File: config.mk
export PLATFORM = sky130hd
export DESIGN_NAME = wb_flag_stage_flat
export DESIGN_NICKNAME = d
export VERILOG_FILES = /design/src/rtl/wb_flag_stage_pkg.sv /design/src/rtl/wb_flag_stage_if.sv /design/src/rtl/wb_flag_stage_flag_reg.sv /design/src/rtl/wb_flag_stage.sv /design/src/flat_wrapper.sv
export SDC_FILE = /design/constraint.sdc
export NUM_CORES = 1
export LEC_CHECK = 0
export BUFFER_PORTS_ARGS = -buffer_cell sky130_fd_sc_hd__buf_4
export CAP_MARGIN = 0
export CORE_ASPECT_RATIO = 1.5
export CORE_MARGIN = 1.5
export CORE_UTILIZATION = 49
export DETAILED_ROUTE_END_ITERATION = 12
export GPL_TIMING_DRIVEN = 1
export PLACE_DENSITY = 0.86
export SYNTH_ARGS = -nofsm -noshare
export SYNTH_HDL_FRONTEND = slang
export SYNTH_SLANG_ARGS = --single-unit
File: constraint.sdc
create_clock -name clk -period 4.4 [get_ports clk]
set_input_delay 0.44 -clock clk [delete_from_list [all_inputs] [get_ports clk]]
set_output_delay 0.44 -clock clk [all_outputs]
set_load 0.03 [all_outputs]
File: src/rtl/wb_flag_stage_pkg.sv
// Shared opcode constants, pipeline state type and flag-update decode for the
// execute/writeback boundary.
package cpu_pkg;

  localparam int DATA_W_DEF = 8;
  localparam int REG_AW_DEF = 3;

  localparam logic [8:0] OP_NOP   = 9'd0;
  localparam logic [8:0] OP_ADD   = 9'd1;
  localparam logic [8:0] OP_MOV   = 9'd6;
  localparam logic [8:0] OP_NOT   = 9'd8;
  localparam logic [8:0] OP_SHOWR = 9'd18;
  localparam logic [8:0] OP_CMP   = 9'd20;

  typedef enum logic {
    RUN   = 1'b0,
    FLUSH = 1'b1
  } stage_state_e;

  // Arithmetic/logic ops and compare write the status register; moves, not,
  // showR and all unlisted opcodes leave it alone.
  function automatic logic updates_flags(input logic [8:0] alu_op);
    return ((alu_op >= 9'd1) && (alu_op <= 9'd5)) ||
           ((alu_op >= 9'd9) && (alu_op <= 9'd16)) ||
           (alu_op == OP_CMP);
  endfunction

endpackage

File: src/rtl/wb_flag_stage_if.sv
// Execute-to-writeback bundle: ALU results in, registered writeback, redirect,
// flags and display outputs back.
interface wb_flag_stage_if #(
  parameter int DATA_W = 8,
  parameter int REG_AW = 3
);
  logic              i_valid;
  logic              i_stall;
  logic [8:0]        i_aluOp;
  logic [DATA_W-1:0] i_res;
  logic              i_write;
  logic [REG_AW-1:0] i_dst;
  logic              i_isBranch;
  logic              i_branchResult;
  logic [DATA_W-1:0] i_branchTarget;
  logic              i_zeroFlag;
  logic              i_carryFlag;
  logic              i_signFlag;
  logic              i_overflowFlag;

  logic              o_zeroFlag;
  logic              o_carryFlag;
  logic              o_signFlag;
  logic              o_overflowFlag;
  logic              o_rf_we;
  logic [REG_AW-1:0] o_rf_waddr;
  logic [DATA_W-1:0] o_rf_wdata;
  logic              o_redirect;
  logic [DATA_W-1:0] o_redirect_pc;
  logic              o_flush;
  logic [DATA_W-1:0] o_show_data;
  logic              o_show_valid;

  modport master (
    output i_valid, i_stall, i_aluOp, i_res, i_write, i_dst, i_isBranch,
           i_branchResult, i_branchTarget, i_zeroFlag, i_carryFlag,
           i_signFlag, i_overflowFlag,
    input  o_zeroFlag, o_carryFlag, o_signFlag, o_overflowFlag, o_rf_we,
           o_rf_waddr, o_rf_wdata, o_redirect, o_redirect_pc, o_flush,
           o_show_data, o_show_valid
  );

  modport slave (
    input  i_valid, i_stall, i_aluOp, i_res, i_write, i_dst, i_isBranch,
           i_branchResult, i_branchTarget, i_zeroFlag, i_carryFlag,
           i_signFlag, i_overflowFlag,
    output o_zeroFlag, o_carryFlag, o_signFlag, o_overflowFlag, o_rf_we,
           o_rf_waddr, o_rf_wdata, o_redirect, o_redirect_pc, o_flush,
           o_show_data, o_show_valid
  );
endinterface

File: src/rtl/wb_flag_stage_flag_reg.sv
// Architectural Z/C/S/O status register with load enable.
module flag_reg (
  input  logic       clk,
  input  logic       rst_n,
  input  logic       en,
  input  logic [3:0] flags_d,
  output logic [3:0] flags_q
);

  always_ff @(posedge clk or negedge rst_n) begin
    if (!rst_n)  flags_q <= 4'b0000;
    else if (en) flags_q <= flags_d;
  end

endmodule

File: src/rtl/wb_flag_stage.sv
// Writeback/flag stage: registers ALU results, owns the status register and
// squashes the shadow instructions that follow a taken branch.
module wb_flag_stage
  import cpu_pkg::*;
#(
  parameter int FLUSH_DEPTH = 2,
  parameter int DATA_W      = DATA_W_DEF,
  parameter int REG_AW      = REG_AW_DEF
) (
  input  logic           clk,
  input  logic           rst_n,
  wb_flag_stage_if.slave bus
);

  localparam int CNT_W = (FLUSH_DEPTH > 0) ? $clog2(FLUSH_DEPTH + 1) : 1;

  stage_state_e      state_q, state_d;
  logic [CNT_W-1:0]  cnt_q, cnt_d;
  logic              rf_we_q, rf_we_d;
  logic [REG_AW-1:0] rf_waddr_q, rf_waddr_d;
  logic [DATA_W-1:0] rf_wdata_q, rf_wdata_d;
  logic              redirect_q, redirect_d;
  logic [DATA_W-1:0] redirect_pc_q, redirect_pc_d;
  logic [DATA_W-1:0] show_data_q, show_data_d;
  logic              show_valid_q, show_valid_d;

  logic acc, squash, live, taken, flag_en;
  logic [3:0] flags_q;

  always_comb begin
    acc     = bus.i_valid & ~bus.i_stall;
    squash  = acc & (state_q == FLUSH);
    live    = acc & ~squash;
    taken   = live & bus.i_isBranch & bus.i_branchResult;
    flag_en = live & updates_flags(bus.i_aluOp);

    rf_we_d       = live & bus.i_write;
    rf_waddr_d    = rf_we_d ? bus.i_dst : rf_waddr_q;
    rf_wdata_d    = rf_we_d ? bus.i_res : rf_wdata_q;
    redirect_d    = taken;
    redirect_pc_d = taken ? bus.i_branchTarget : redirect_pc_q;
    show_valid_d  = live & (bus.i_aluOp == OP_SHOWR);
    show_data_d   = show_valid_d ? bus.i_res : show_data_q;

    state_d = state_q;
    cnt_d   = cnt_q;
    // Only accepted slots consume the squash budget; stalls and bubbles hold it.
    if (squash) begin
      cnt_d = cnt_q - 1'b1;
      if (cnt_q == CNT_W'(1)) state_d = RUN;
    end else if (taken && (FLUSH_DEPTH > 0)) begin
      state_d = FLUSH;
      cnt_d   = CNT_W'(FLUSH_DEPTH);
    end
  end

  always_ff @(posedge clk or negedge rst_n) begin
    if (!rst_n) begin
      state_q       <= RUN;
      cnt_q         <= '0;
      rf_we_q       <= 1'b0;
      rf_waddr_q    <= '0;
      rf_wdata_q    <= '0;
      redirect_q    <= 1'b0;
      redirect_pc_q <= '0;
      show_data_q   <= '0;
      show_valid_q  <= 1'b0;
    end else begin
      state_q       <= state_d;
      cnt_q         <= cnt_d;
      rf_we_q       <= rf_we_d;
      rf_waddr_q    <= rf_waddr_d;
      rf_wdata_q    <= rf_wdata_d;
      redirect_q    <= redirect_d;
      redirect_pc_q <= redirect_pc_d;
      show_data_q   <= show_data_d;
      show_valid_q  <= show_valid_d;
    end
  end

  flag_reg u_flag_reg (
    .clk     (clk),
    .rst_n   (rst_n),
    .en      (flag_en),
    .flags_d ({bus.i_zeroFlag, bus.i_carryFlag, bus.i_signFlag, bus.i_overflowFlag}),
    .flags_q (flags_q)
  );

  assign {bus.o_zeroFlag, bus.o_carryFlag, bus.o_signFlag, bus.o_overflowFlag} = flags_q;
  assign bus.o_rf_we       = rf_we_q;
  assign bus.o_rf_waddr    = rf_waddr_q;
  assign bus.o_rf_wdata    = rf_wdata_q;
  assign bus.o_redirect    = redirect_q;
  assign bus.o_redirect_pc = redirect_pc_q;
  assign bus.o_flush       = (state_q == FLUSH);
  assign bus.o_show_data   = show_data_q;
  assign bus.o_show_valid  = show_valid_q;

endmodule

File: src/flat_wrapper.sv
// flat-port wrapper written by rule: the top's interface ports become plain ports
module wb_flag_stage_flat import cpu_pkg::*;
#(
  parameter int FLUSH_DEPTH = 2,
  parameter int DATA_W      = DATA_W_DEF,
  parameter int REG_AW      = REG_AW_DEF
)
  (clk, rst_n, bus_i_valid, bus_i_stall, bus_i_aluOp, bus_i_res, bus_i_write, bus_i_dst, bus_i_isBranch, bus_i_branchResult, bus_i_branchTarget, bus_i_zeroFlag, bus_i_carryFlag, bus_i_signFlag, bus_i_overflowFlag, bus_o_zeroFlag, bus_o_carryFlag, bus_o_signFlag, bus_o_overflowFlag, bus_o_rf_we, bus_o_rf_waddr, bus_o_rf_wdata, bus_o_redirect, bus_o_redirect_pc, bus_o_flush, bus_o_show_data, bus_o_show_valid);
  wb_flag_stage_if #(.DATA_W(DATA_W), .REG_AW(REG_AW)) bus_i ();
  input  logic clk;
  input  logic rst_n;
  input wire logic [$bits(bus_i.i_valid)-1:0] bus_i_valid;
  input wire logic [$bits(bus_i.i_stall)-1:0] bus_i_stall;
  input wire logic [$bits(bus_i.i_aluOp)-1:0] bus_i_aluOp;
  input wire logic [$bits(bus_i.i_res)-1:0] bus_i_res;
  input wire logic [$bits(bus_i.i_write)-1:0] bus_i_write;
  input wire logic [$bits(bus_i.i_dst)-1:0] bus_i_dst;
  input wire logic [$bits(bus_i.i_isBranch)-1:0] bus_i_isBranch;
  input wire logic [$bits(bus_i.i_branchResult)-1:0] bus_i_branchResult;
  input wire logic [$bits(bus_i.i_branchTarget)-1:0] bus_i_branchTarget;
  input wire logic [$bits(bus_i.i_zeroFlag)-1:0] bus_i_zeroFlag;
  input wire logic [$bits(bus_i.i_carryFlag)-1:0] bus_i_carryFlag;
  input wire logic [$bits(bus_i.i_signFlag)-1:0] bus_i_signFlag;
  input wire logic [$bits(bus_i.i_overflowFlag)-1:0] bus_i_overflowFlag;
  output wire logic [$bits(bus_i.o_zeroFlag)-1:0] bus_o_zeroFlag;
  output wire logic [$bits(bus_i.o_carryFlag)-1:0] bus_o_carryFlag;
  output wire logic [$bits(bus_i.o_signFlag)-1:0] bus_o_signFlag;
  output wire logic [$bits(bus_i.o_overflowFlag)-1:0] bus_o_overflowFlag;
  output wire logic [$bits(bus_i.o_rf_we)-1:0] bus_o_rf_we;
  output wire logic [$bits(bus_i.o_rf_waddr)-1:0] bus_o_rf_waddr;
  output wire logic [$bits(bus_i.o_rf_wdata)-1:0] bus_o_rf_wdata;
  output wire logic [$bits(bus_i.o_redirect)-1:0] bus_o_redirect;
  output wire logic [$bits(bus_i.o_redirect_pc)-1:0] bus_o_redirect_pc;
  output wire logic [$bits(bus_i.o_flush)-1:0] bus_o_flush;
  output wire logic [$bits(bus_i.o_show_data)-1:0] bus_o_show_data;
  output wire logic [$bits(bus_i.o_show_valid)-1:0] bus_o_show_valid;
  assign bus_i.i_valid = bus_i_valid;
  assign bus_i.i_stall = bus_i_stall;
  assign bus_i.i_aluOp = bus_i_aluOp;
  assign bus_i.i_res = bus_i_res;
  assign bus_i.i_write = bus_i_write;
  assign bus_i.i_dst = bus_i_dst;
  assign bus_i.i_isBranch = bus_i_isBranch;
  assign bus_i.i_branchResult = bus_i_branchResult;
  assign bus_i.i_branchTarget = bus_i_branchTarget;
  assign bus_i.i_zeroFlag = bus_i_zeroFlag;
  assign bus_i.i_carryFlag = bus_i_carryFlag;
  assign bus_i.i_signFlag = bus_i_signFlag;
  assign bus_i.i_overflowFlag = bus_i_overflowFlag;
  assign bus_o_zeroFlag = bus_i.o_zeroFlag;
  assign bus_o_carryFlag = bus_i.o_carryFlag;
  assign bus_o_signFlag = bus_i.o_signFlag;
  assign bus_o_overflowFlag = bus_i.o_overflowFlag;
  assign bus_o_rf_we = bus_i.o_rf_we;
  assign bus_o_rf_waddr = bus_i.o_rf_waddr;
  assign bus_o_rf_wdata = bus_i.o_rf_wdata;
  assign bus_o_redirect = bus_i.o_redirect;
  assign bus_o_redirect_pc = bus_i.o_redirect_pc;
  assign bus_o_flush = bus_i.o_flush;
  assign bus_o_show_data = bus_i.o_show_data;
  assign bus_o_show_valid = bus_i.o_show_valid;
  wb_flag_stage #(.FLUSH_DEPTH(FLUSH_DEPTH), .DATA_W(DATA_W), .REG_AW(REG_AW)) u_core (.clk(clk), .rst_n(rst_n), .bus(bus_i));
endmodule
==> run summary, run 1 <==
CLOCK TREE
--------------------------------------------------------------------------------------
Number of buffers inserted for hold repair after clock tree synthesis                0
Number of setup buffers added after CTS                                              0
CTS clk-pin slew, worst paths                                                  0.07 ns
Number of levels the H-tree was split into                                           2
Root Driver                                                               sky130_fd_sc_hd__clkbuf_8
Post-cts gate resize count                                                           0
Clock sink total                                                                    37
Skew-Pair Late Insertion Delay                                                 0.28 ns
Number of buffers created by CTS                                                     5
Maximum clock path buffer count                                                      2
CTS tree                                                                         built

PLACEMENT
--------------------------------------------------------------------------------------
Weighted congestion reported at the end of routability-driven placement          0.717
Number of port buffers                                                              73
Total placed instance area                                                 0.00212 mm²
Pre-CTS setup slack                                                            2.47 ns
Cell count after placement                                                         204
HPWL after detailed placement                                                  2.49 mm

YOSYS
--------------------------------------------------------------------------------------
Syn_nets                                                                           134
Number of distinct library cells after synthesis                                    23
Largest cells by area after synthesis                                     sky130_fd_sc_hd__dfrtp_1 60%, sky130_fd_sc_hd__mux2_2 14%, sky130_fd_sc_hd__mux2_4 12%
Top-area cell type share of the netlist area                                     60.2%
Sequential cell area fraction in the yosys report                                60.2%
Cell area after synthesis                                                  0.00154 mm²
Post-synthesis area per instance                                              16.4 µm²
Gate count of the mapped netlist                                                    94
Synthesis Warnings                                                                   0
Largest area contributor in the synthesized netlist                       sky130_fd_sc_hd__dfrtp_1
Total of flip-flops plus latches after synthesis                                    37

CELLS AND AREA
--------------------------------------------------------------------------------------
Final instance area                                                        0.00220 mm²
Leading cell type in the layout, fill and taps excluded                   sky130_fd_sc_hd__buf_4
Util after Layout                                                                74.7%
Area growth from synthesis to layout                                             43.0%
Top library cells by usage in the layout, fill and taps aside             73 x sky130_fd_sc_hd__buf_4, 37 x sky130_fd_sc_hd__dfrtp_1, 19 x sky130_fd_sc_hd__mux2_2
Net total in the final layout                                                      212
Number of antenna repair diodes                                                      0
Final standard cell count with taps included and fillers excluded                  212
Proportion of layout cells with a drive suffix above 1                           67.1%

GLOBAL ROUTE
--------------------------------------------------------------------------------------
Via count of the first global-routing pass                                        1107
Pin count of the biggest net entering global routing                                38
Overflow left after global routing                                                   0
Total routing usage reported by global routing                                   19.3%
Initial antenna violation count                                                      0
Wire length of the first global-routing pass                                   5.04 mm

DRT
--------------------------------------------------------------------------------------
Overall routed net length                                                      3.07 mm
Count of routing violations after the opening detailed-route iteration              14
Wirelength per Cell                                                            14.5 µm
Detail-routed via count per cell                                                  5.01
Antenna Violating Nets Remaining                                                     0
Number of vias after detailed routing                                             1063
Router iterations before antenna repair                                              4
Residual DRC count                                                                   0

POWER AND IR DROP
--------------------------------------------------------------------------------------
Static Leakage                                                                 1.14 nW
Fraction of power spent switching nets                                           37.0%
Share of power burned in the clock network                                       17.1%
Net Switching                                                               0.000469 W
Power density over the cells                                                576 mW/mm²
Design internal power                                                       0.000798 W
Fraction of power consumed by combinational cells                                42.6%
Largest vdd supply drop                                                     0.000333 V
Portion of total power attributed to sequential cells                            40.3%

STA
--------------------------------------------------------------------------------------
Actual slew at the worst max-slew pin                                         0.533 ns
Final setup fails                                                                    0
Worst rel slew slack                                                             64.5%
Final worst-path cycle share                                                     40.2%
Total negative slack for setup checks                                             0 ns
Final Max Tran Viols                                                                 0
Final Hold Violating Endpoints                                                       0
Fmax                                                                           565 MHz
Smallest setup slack after layout                                              2.63 ns
Worst clock skew on the final layout                                        0.00274 ns
Final critical-path required period                                            1.77 ns
Setup repair after global routing missed its margin                              false

SETUP PATH
--------------------------------------------------------------------------------------
Data arrival at the endpoint of the critical path                              1.93 ns
Critical path start-end classification                                    register to register
Kind of end point of the critical path                                        register
Critical-path maximum fanout                                                        12
Critical Path Source Type                                                     register
Required time of the critical path                                             4.56 ns

HOLD PATH
--------------------------------------------------------------------------------------
Hold Path Class                                                           primary input to async pin

FLOORPLANNING
--------------------------------------------------------------------------------------
Horizontal die dimension                                                       48.7 µm
Overall die area                                                           0.00349 mm²
Boundary pin count                                                                  74
Starting Density                                                                 52.3%
Die height                                                                     71.6 µm
Std cell rows                                                                       24
Std-Cell Core Area                                                         0.00294 mm²

JOB
--------------------------------------------------------------------------------------
Max-capacitance violation count                                                      0

RUN STATUS
--------------------------------------------------------------------------------------
Status                                                                    finished clean

[state kept, by name, indices dropped and copies added (netlist names)]
signal / cells
u_core.bus.o_show_valid: 1
u_core.bus.o_flush: 1
u_core.bus.o_redirect: 1
u_core.bus.o_redirect_pc: 8
u_core.bus.o_show_data: 8
u_core.u_flag_reg.flags_q: 4
u_core.bus.o_rf_wdata: 8
u_core.bus.o_rf_waddr: 3
u_core.cnt_q: 2
u_core.bus.o_rf_we: 1
[synth_stat cells]
library cell,number
sky130_fd_sc_hd__a21o_1,1
sky130_fd_sc_hd__a21oi_1,1
sky130_fd_sc_hd__and2_1,1
sky130_fd_sc_hd__and2_4,1
sky130_fd_sc_hd__and3_1,1
sky130_fd_sc_hd__buf_4,2
sky130_fd_sc_hd__dfrtp_1,37
sky130_fd_sc_hd__ha_1,1
sky130_fd_sc_hd__inv_1,2
sky130_fd_sc_hd__mux2_2,19
sky130_fd_sc_hd__mux2_4,12
sky130_fd_sc_hd__nand2_1,2
sky130_fd_sc_hd__nand3_4,1
sky130_fd_sc_hd__nand3b_1,1
sky130_fd_sc_hd__nand4_4,1
sky130_fd_sc_hd__nor2_1,2
sky130_fd_sc_hd__nor2b_1,2
sky130_fd_sc_hd__nor3b_2,1
sky130_fd_sc_hd__nor4_2,1
sky130_fd_sc_hd__nor4b_4,1
sky130_fd_sc_hd__o21ai_0,2
sky130_fd_sc_hd__o21ai_1,1
sky130_fd_sc_hd__or4_4,1
[area by class of cell]
class                   count  area (µm²)
flip-flops and latches     37         926
fillers                   215         743
multi-input cells          53         589
repair buffers             73         548
clock buffers               8        80.1
well taps                  39        48.8
inverters                   2        7.51
[power by group through the flow]
stage | logic, W | clock network, W | registers (W)
2_1_floorplan | 0.000120 | 0 | 0.000712
3_3_place_gp | 0.000534 | 0 | 0.000512
3_5_place_dp | 0.000547 | 0 | 0.000518
4_1_cts | 0.000547 | 0.000225 | 0.000512
5_1_grt | 0.000565 | 0.000240 | 0.000526
6_report | 0.000539 | 0.000217 | 0.000510
[critical path, cell delays in order (launching register included)]
cell and delay, ns:
sky130_fd_sc_hd__dfrtp_1 0.41, sky130_fd_sc_hd__nor3b_2 0.32, sky130_fd_sc_hd__and2_1 0.52, sky130_fd_sc_hd__mux2_2 0.40
[metrics by stage]
stage,total power [W],hold slack (ns)
2_1_floorplan,0.000832,0.144
3_3_place_gp,0.00105,0.417
3_5_place_dp,0.00107,0.424
4_1_cts,0.00128,0.112
5_1_grt,0.00133,0.128
6_report,0.00127,0.0988
[layer usage]
layer	part of all wire (%)	wire length (µm)	global-route usage, %	vias up
met5	0	0	0	-
met4	2.2	69	8.57	0
met3	7.4	226	7.50	8
met2	57	1760	35.3	51
met1	33	1010	19.1	519
li1	-	-	-	485
[logic make-up after synthesis]
logic type,synth area share (%)
buffers and inverters,1.46
AND/OR/NAND/NOR,10.1
adder cells (fa/ha/maj),0.814
multiplexers,25.6
flip-flops,60.2
AO/OA/AOI/OAI,1.79
[worst paths after layout]
kind | start | to | slack [ns] | depth (start not counted)
setup / recovery | u_core.bus.o_flush | u_core.bus.o_rf_wdata[4] | 2.63 | 3
hold / removal | rst_n | u_core.bus.o_show_data[2] | 0.1 | 1
setup reg to reg | u_core.bus.o_flush | u_core.bus.o_rf_wdata[4] | 2.63 | 3
hold reg to reg | u_core.cnt_q[0] | u_core.cnt_q[0] | 0.51 | 1
max in group asynchronous | rst_n | u_core.bus.o_flush | 3.99 | 1
min in group clk | bus_i_overflowFlag | u_core.u_flag_reg.flags_q[0] | 0.39 | 2
(Power assumes the default switching activity.)
==> run 2, diff against run 1 <==
Settings changed: ABC_AREA set to 1, CORE_UTILIZATION 49 to 41, PLACE_DENSITY 0.86 to 0.76.
Clock period 4.4 ns to 1.5 ns, I/O delays scaled along.
==> run 2 against run 1 <==
Net effect:
- critical path depth grew 4
- final cell count is 45% higher
- register-to-register slack lost 2.3 ns
- worst hold slack worse by 0.039 ns
- critical path type unchanged
- sequential cell count is the same
- combinational power grew to 2.6 times the previous value
- clock power increased to 3.2 times the previous value
- sequential share of layout area is 1.8 points lower
- highest routed layer unchanged
==> run summary, run 2 <==
SETUP PATH
--------------------------------------------------------------------------------------
CP bufs+invs                                                                         1
Family with the most delay on the worst path                              simple AND/OR/NAND/NOR gates
Data arrival at the endpoint of the critical path                              1.41 ns
Worst Reg2Reg Path Length in Cells                                                   7
Sequence of cells on the critical path                                    inv_2 > nand3b_4 > nor2_8 > nand2_2 > nor2_4 > nand2_1 > nand2_1
Largest stage delay, worst path                                                0.40 ns
Kind of end point of the critical path                                        register
Critical-path maximum fanout                                                        10
Stages on the worst setup path                                                       7
Critical Path Slowest Stage Cell                                          sky130_fd_sc_hd__dfrtp_1
Critical path start-end classification                                    register to register
Critical Path Source Type                                                     register
Required time of the critical path                                             1.72 ns
Most used cell along the critical path                                    sky130_fd_sc_hd__nand2_1

DRT
--------------------------------------------------------------------------------------
Met3 WL                                                                         201 µm
Count of routing violations after the opening detailed-route iteration              16
Overall routed net length                                                      3.62 mm
Residual DRC count                                                                   0
Antenna Violating Nets Remaining                                                     0
Met1 Wirelength                                                                1.37 mm
Routed wire length on met2                                                     1.97 mm
Top Metal Used                                                                    met4
Number of vias after detailed routing                                             1449
Router iterations before antenna repair                                              4
Wirelength per Cell                                                            11.7 µm
Detail-routed via count per cell                                                  4.70

CELLS AND AREA
--------------------------------------------------------------------------------------
Net total in the final layout                                                      305
Proportion of layout cells with a drive suffix above 1                           37.4%
Leading cell type in the layout, fill and taps excluded                   sky130_fd_sc_hd__nand2_1
Number of antenna repair diodes                                                      0
Final instance area                                                        0.00230 mm²
Area growth from synthesis to layout                                             42.7%
Top library cells by usage in the layout, fill and taps aside             93 x sky130_fd_sc_hd__nand2_1, 75 x sky130_fd_sc_hd__buf_4, 37 x sky130_fd_sc_hd__dfrtp_1

RUN STATUS
--------------------------------------------------------------------------------------
Status                                                                    finished clean

GLOBAL ROUTE
--------------------------------------------------------------------------------------
Pin count of the biggest net entering global routing                                38
Overflow left after global routing                                                   0
Wire length of the first global-routing pass                                   6.18 mm
Initial antenna violation count                                                      0
Total routing usage reported by global routing                                   19.8%
Via count of the first global-routing pass                                        1470

FLOORPLANNING
--------------------------------------------------------------------------------------
Horizontal die dimension                                                       54.2 µm
Starting Density                                                                 43.3%
Std-Cell Core Area                                                         0.00372 mm²
Overall die area                                                           0.00432 mm²
Die height                                                                     79.8 µm
Boundary pin count                                                                  74
Std cell rows                                                                       27

YOSYS
--------------------------------------------------------------------------------------
Post-synthesis area per instance                                              8.70 µm²
Synthesized-area fraction occupied by adder cells                               0.777%
Largest area contributor in the synthesized netlist                       sky130_fd_sc_hd__dfrtp_1
Cell area after synthesis                                                  0.00161 mm²
Top-area cell type share of the netlist area                                     57.5%
Number of enable-type register cells in the synthesized netlist                      0
Multiplexer fraction of the synthesized cell area                                   0%
Share of flip-flops with an asynchronous set or reset after synthesis             100%
Total of flip-flops plus latches after synthesis                                    37
Largest family of logic cells by synthesized area                         simple AND/OR/NAND/NOR gates
Parity-gate share of the synthesized area counting xor and xnor cells               0%
Cell types with the highest counts after synthesis                        93 x sky130_fd_sc_hd__nand2_1, 37 x sky130_fd_sc_hd__dfrtp_1, 10 x sky130_fd_sc_hd__nand3_1, 10 x sky130_fd_sc_hd__nor2_1, 9 x sky130_fd_sc_hd__inv_1
Fraction of the mapped netlist area in simple logic gates                        34.4%
Number of distinct library cells after synthesis                                    20
Library cell with the highest instance count after synthesis              sky130_fd_sc_hd__nand2_1
Synthesis Warnings                                                                   0
Syn_nets                                                                           225
Gate count of the mapped netlist                                                   185
Primary FF master, synth                                                  sky130_fd_sc_hd__dfrtp_1
Post-synthesis compound-gate area fraction                                       1.94%
Largest cells by area after synthesis                                     sky130_fd_sc_hd__dfrtp_1 57%, sky130_fd_sc_hd__nand2_1 22%, sky130_fd_sc_hd__nand3_1 3.1%
Sequential cell area fraction in the yosys report                                57.5%

JOB
--------------------------------------------------------------------------------------
Max-capacitance violation count                                                      0

CLOCK TREE
--------------------------------------------------------------------------------------
Maximum clock path buffer count                                                      2
CTS tree                                                                         built
Number of setup buffers added after CTS                                              0
Root Driver                                                               sky130_fd_sc_hd__clkbuf_8
Number of buffers created by CTS                                                     5
Number of levels the H-tree was split into                                           2
Post-cts gate resize count                                                           0
CTS clk-pin slew, worst paths                                                  0.07 ns
Skew-Pair Late Insertion Delay                                                 0.28 ns
Clock sink total                                                                    37

STA
--------------------------------------------------------------------------------------
Final Hold Violating Endpoints                                                       0
Worst rel slew slack                                                             69.9%
Actual slew at the worst max-slew pin                                         0.451 ns
Worst clock skew on the final layout                                        0.00299 ns
Fmax                                                                           842 MHz
Smallest setup slack after layout                                             0.312 ns
Final Max Tran Viols                                                                 0
Final critical-path required period                                            1.19 ns
Total negative slack for setup checks                                             0 ns
Final setup fails                                                                    0
Final worst-path cycle share                                                     79.2%
Setup repair after global routing missed its margin                              false

PLACEMENT
--------------------------------------------------------------------------------------
Pre-CTS setup slack                                                           0.311 ns
Total placed instance area                                                 0.00220 mm²
Number of port buffers                                                              73
HPWL after detailed placement                                                  2.78 mm
Weighted congestion reported at the end of routability-driven placement          0.768

HOLD PATH
--------------------------------------------------------------------------------------
Worst hold stages                                                                    3
Hold Path Class                                                           primary input to register

POWER AND IR DROP
--------------------------------------------------------------------------------------
Largest vdd supply drop                                                      0.00111 V
Final Power                                                                  0.00354 W
Static Leakage                                                                 1.39 nW
Power density over the cells                                               1540 mW/mm²

==> run 2: cell types whose count changed in the layout (fill, tap and decap cells not counted), sizes merged, moves of 10 or more <==
cell and delta:
inv +14, nand2 +93, nand3 +10, nor2 +14, mux2 -31
==> run 2: final timing paths <==
path	slack (ns)	startpoint	endpoint
max	0.31	u_core.bus.o_flush	u_core.u_flag_reg.flags_q[0]
min	0.06	bus_i_dst[1]	u_core.bus.o_rf_waddr[1]
max reg2reg	0.31	u_core.bus.o_flush	u_core.u_flag_reg.flags_q[0]
min reg2reg	0.48	u_core.bus.o_show_data[2]	u_core.bus.o_show_data[2]
max in group asynchronous	0.80	rst_n	u_core.cnt_q[0]
min in group asynchronous	0.38	rst_n	u_core.bus.o_redirect_pc[1]
==> run 2: timing repair <==
action | CTS | global route
setup endpoints to repair | 0 | 0
hold buffers | 1 | 0
hold endpoints to repair | 37 | 0
==> run 2: kinds of logic after synthesis <==
kind of cell             Yosys count
AO/OA/AOI/OAI                      5
adder cells (fa/ha/maj)            1
buffers and inverters             19
flip-flops                        37
AND/OR/NAND/NOR                  123
==> run 2: power by group <==
| group | internal, W | switching (W) |
|---|---|---|
| sequential | 0.00127 | 0.000157 |
| clock | 0.000364 | 0.000325 |
| combinational | 0.000537 | 0.000886 |
==> run 2: layer usage <==
| layer | track usage (%) | vias to the layer above |
|---|---|---|
| met5 | 0 | - |
| met4 | 9.00 | 0 |
| met3 | 4.12 | 7 |
| met2 | 34.1 | 50 |
| met1 | 22.3 | 673 |
| li1 | - | 719 |
==> run 2: stage by stage <==
| stage | hold slack, ns | utilization [%] | instances |
|---|---|---|---|
| after floorplan | -0.146 | - | 185 |
| after global placement | 0.137 | 59.2 | 300 |
| after detailed placement | 0.139 | 59.2 | 300 |
| after CTS | 0.0548 | 61.8 | 308 |
| after global routing | 0.0591 | 61.8 | 308 |
| final | 0.0600 | 61.8 | 308 |
==> run 2: cell type report <==
class	instances	area, µm²
Fill cell	346	1420
Sequential cell	37	926
Multi-Input combinational cell	129	598
Timing Repair Buffer	76	573
Clock buffer	7	86.3
Inverter	16	60.1
Tap cell	43	53.8
==> run 2: worst reg2reg max path: cells and delay by family, from the launching register on <==
family | cells | cell delay (ns)
flip-flops | 1 | 0.40
AND/OR/NAND/NOR | 6 | 0.64
buffers and inverters | 1 | 0.10
==> run 3, diff against run 2 <==
Settings changed: CORE_UTILIZATION 41 to 46, PLACE_DENSITY 0.76 to 0.81.
Clock period 1.5 ns to 1.1 ns, I/O delays scaled along.
==> run 3 against run 2 <==
Net effect:
- the run now ends with negative setup slack left
- final cell count increased by 1.9%
- via count increased by 3.0%
- total power increased by 46%
- register-to-register slack got worse by 0.38 ns
- die area decreased by 10%
- highest routed layer unchanged
==> run summary, run 3 (synthesis results as in run 2) <==
CELLS AND AREA
--------------------------------------------------------------------------------------
Proportion of layout cells with a drive suffix above 1                           47.8%
Net total in the final layout                                                      312
Util after Layout                                                                74.2%
Area growth from synthesis to layout                                             55.9%
Number of antenna repair diodes                                                      0
Leading cell type in the layout, fill and taps excluded                   sky130_fd_sc_hd__buf_4
Count of filler cells inserted in the layout                                       271
Top library cells by usage in the layout, fill and taps aside             76 x sky130_fd_sc_hd__buf_4, 71 x sky130_fd_sc_hd__nand2_1, 36 x sky130_fd_sc_hd__dfrtp_1

SETUP PATH
--------------------------------------------------------------------------------------
Worst Reg2Reg Path Length in Cells                                                   7
Largest stage delay, worst path                                                0.42 ns
Required time of the critical path                                             1.29 ns
R2R Setup Slk                                                                 -0.07 ns
Critical path start-end classification                                    register to register
Critical Path Source Type                                                     register
Critical-path maximum fanout                                                         5
Data arrival at the endpoint of the critical path                              1.35 ns
Endpoint of the most critical register-to-register path                   u_core.bus.o_rf_wdata[0]
Kind of end point of the critical path                                        register
R2R Path Start                                                            u_core.bus.o_flush
Critical Path Slowest Stage Cell                                          sky130_fd_sc_hd__dfrtp_2
Sequence of cells on the critical path                                    inv_4 > nand3b_4 > inv_2 > nand2_4 > clkbuf_16 > nand2_2 > nand2_1

CLOCK TREE
--------------------------------------------------------------------------------------
Maximum clock path buffer count                                                      2
Number of levels the H-tree was split into                                           2
Clock sink total                                                                    37
CTS tree                                                                         built
CTS clk-pin slew, worst paths                                                  0.07 ns
Root Driver                                                               sky130_fd_sc_hd__clkbuf_8
Skew-Pair Late Insertion Delay                                                 0.29 ns
Number of buffers created by CTS                                                     5

STA
--------------------------------------------------------------------------------------
Actual slew at the worst max-slew pin                                         0.456 ns
Setup repair after global routing missed its margin                               true
Worst clock skew on the final layout                                        0.00268 ns
Final Hold Violating Endpoints                                                       0
Final setup fails                                                                   33
Fmax                                                                           858 MHz
Smallest setup slack after layout                                           -0.0653 ns
Final worst-path cycle share                                                      106%
Worst rel slew slack                                                             69.6%
Final Max Tran Viols                                                                 0
Final critical-path required period                                            1.17 ns

DRT
--------------------------------------------------------------------------------------
Residual DRC count                                                                   0
Detail-routed via count per cell                                                  4.75
Antenna Violating Nets Remaining                                                     0
Router iterations before antenna repair                                              4
Overall routed net length                                                      3.82 mm
Wirelength per Cell                                                            12.2 µm
Number of vias after detailed routing                                             1492
Count of routing violations after the opening detailed-route iteration              15

HOLD PATH
--------------------------------------------------------------------------------------
Endpoint with the worst hold slack                                        u_core.u_flag_reg.flags_q[1]
Hold Path Class                                                           primary input to register
Worst hold stages                                                                    3
Startpoint of the most critical hold path                                 bus_i_signFlag

POWER AND IR DROP
--------------------------------------------------------------------------------------
Portion of total power attributed to sequential cells                            39.4%
Power density over the cells                                               2060 mW/mm²
Design internal power                                                        0.00315 W
Fraction of power spent switching nets                                           39.2%
Largest vdd supply drop                                                      0.00174 V
Fraction of power consumed by combinational cells                                42.4%
Final Power                                                                  0.00517 W
Static Leakage                                                                 1.47 nW
Net Switching                                                                0.00202 W
Share of power burned in the clock network                                       18.2%

GLOBAL ROUTE
--------------------------------------------------------------------------------------
Initial antenna violation count                                                      0
Pin count of the biggest net entering global routing                                38
Via count of the first global-routing pass                                        1319
Overflow left after global routing                                                   0
Total routing usage reported by global routing                                   20.3%
Wire length of the first global-routing pass                                   5.63 mm

PLACEMENT
--------------------------------------------------------------------------------------
Number of port buffers                                                              73
Weighted congestion reported at the end of routability-driven placement          0.818
HPWL after detailed placement                                                  2.70 mm
Pre-CTS setup slack                                                         -0.0471 ns

RUN STATUS
--------------------------------------------------------------------------------------
Status                                                                    complete, but fails checks
Failing checks                                                            negative setup slack

FLOORPLANNING
--------------------------------------------------------------------------------------
Boundary pin count                                                                  74
Horizontal die dimension                                                       51.3 µm
Std cell rows                                                                       26
Std-Cell Core Area                                                         0.00338 mm²
Overall die area                                                           0.00387 mm²
Starting Density                                                                 47.6%
Die height                                                                     75.5 µm

JOB
--------------------------------------------------------------------------------------
Max-capacitance violation count                                                      0

run 3: changes by cell type in the layout (fill, tap and decap cells not counted), sizes merged:
cell,delta
buf,+6
clkbuf,+1
run 3: timing repair:
action,CTS,global route
resized for setup,9,29
buffers inserted,1,0
setup endpoints to repair,29,35
pin swaps,3,12
hold buffers,1,0
endpoints found under the hold margin,37,0
gates cloned,0,1
run 3: metrics by stage:
stage          std cells  setup TNS [ns]  hold WS [ns]  cell area [µm²]
6_report             314          -0.852       0.00356             2510
2_1_floorplan        185           -1.93        -0.186             1630
5_1_grt              314           -2.98       0.00470             2510
3_3_place_gp         304         -0.0562        0.0925             2260
3_5_place_dp         304          -0.570        0.0951             2260
4_1_cts              313          -0.615       0.00100             2390
run 3: power groups by stage:
| stage | Combinational [W] | Clock (W) | Sequential, W |
|---|---|---|---|
| after global placement | 0.00195 | 0 | 0.00197 |
| final | 0.00219 | 0.000941 | 0.00204 |
| after floorplan | 0.000456 | 0 | 0.00265 |
| after global routing | 0.00234 | 0.00103 | 0.00208 |
| after detailed placement | 0.00199 | 0 | 0.00197 |
| after CTS | 0.00206 | 0.000962 | 0.00195 |
run 3: worst max-delay path by stage:
stage | from | cells after the start | endpoint | slack (ns)
5_1_grt | u_core.bus.o_flush | 7 | u_core.u_flag_reg.flags_q[2] | -0.12
2_1_floorplan | u_core.bus.o_flush | 7 | u_core.u_flag_reg.flags_q[0] | -0.11
3_3_place_gp | u_core.bus.o_flush | 7 | u_core.u_flag_reg.flags_q[1] | -0.007
6_report | u_core.bus.o_flush | 7 | u_core.bus.o_rf_wdata[0] | -0.07
4_1_cts | u_core.bus.o_flush | 7 | u_core.u_flag_reg.flags_q[2] | -0.03
3_5_place_dp | u_core.bus.o_flush | 7 | u_core.bus.o_rf_wdata[6] | -0.05
run 3: worst max-delay path: cells and delay by family, from the launching register on:
family	cells	cell delay, ns
flip-flops	1	0.42
AND/OR/NAND/NOR	4	0.30
buffers and inverters	3	0.33
run 3: layout make-up:
cell class	count	area (µm²)	share of cell area [%]
multi-input combinational	129	703	28.0
inverter	16	70.1	2.79
sequential	37	927	36.9
timing repair buffer	83	671	26.7
clock buffer	7	86.3	3.44
tap	42	52.6	2.09
run 3: layer usage:
metal / part of all wire [%] / vias up / global-route usage (%) / wire, µm
li1: - / 734 / - / -
met5: 0 / - / 0 / 0
met2: 55 / 61 / 37.2 / 2090
met3: 6.6 / 9 / 6.27 / 254
met1: 36 / 688 / 20.2 / 1360
met4: 2.8 / 0 / 11.4 / 107
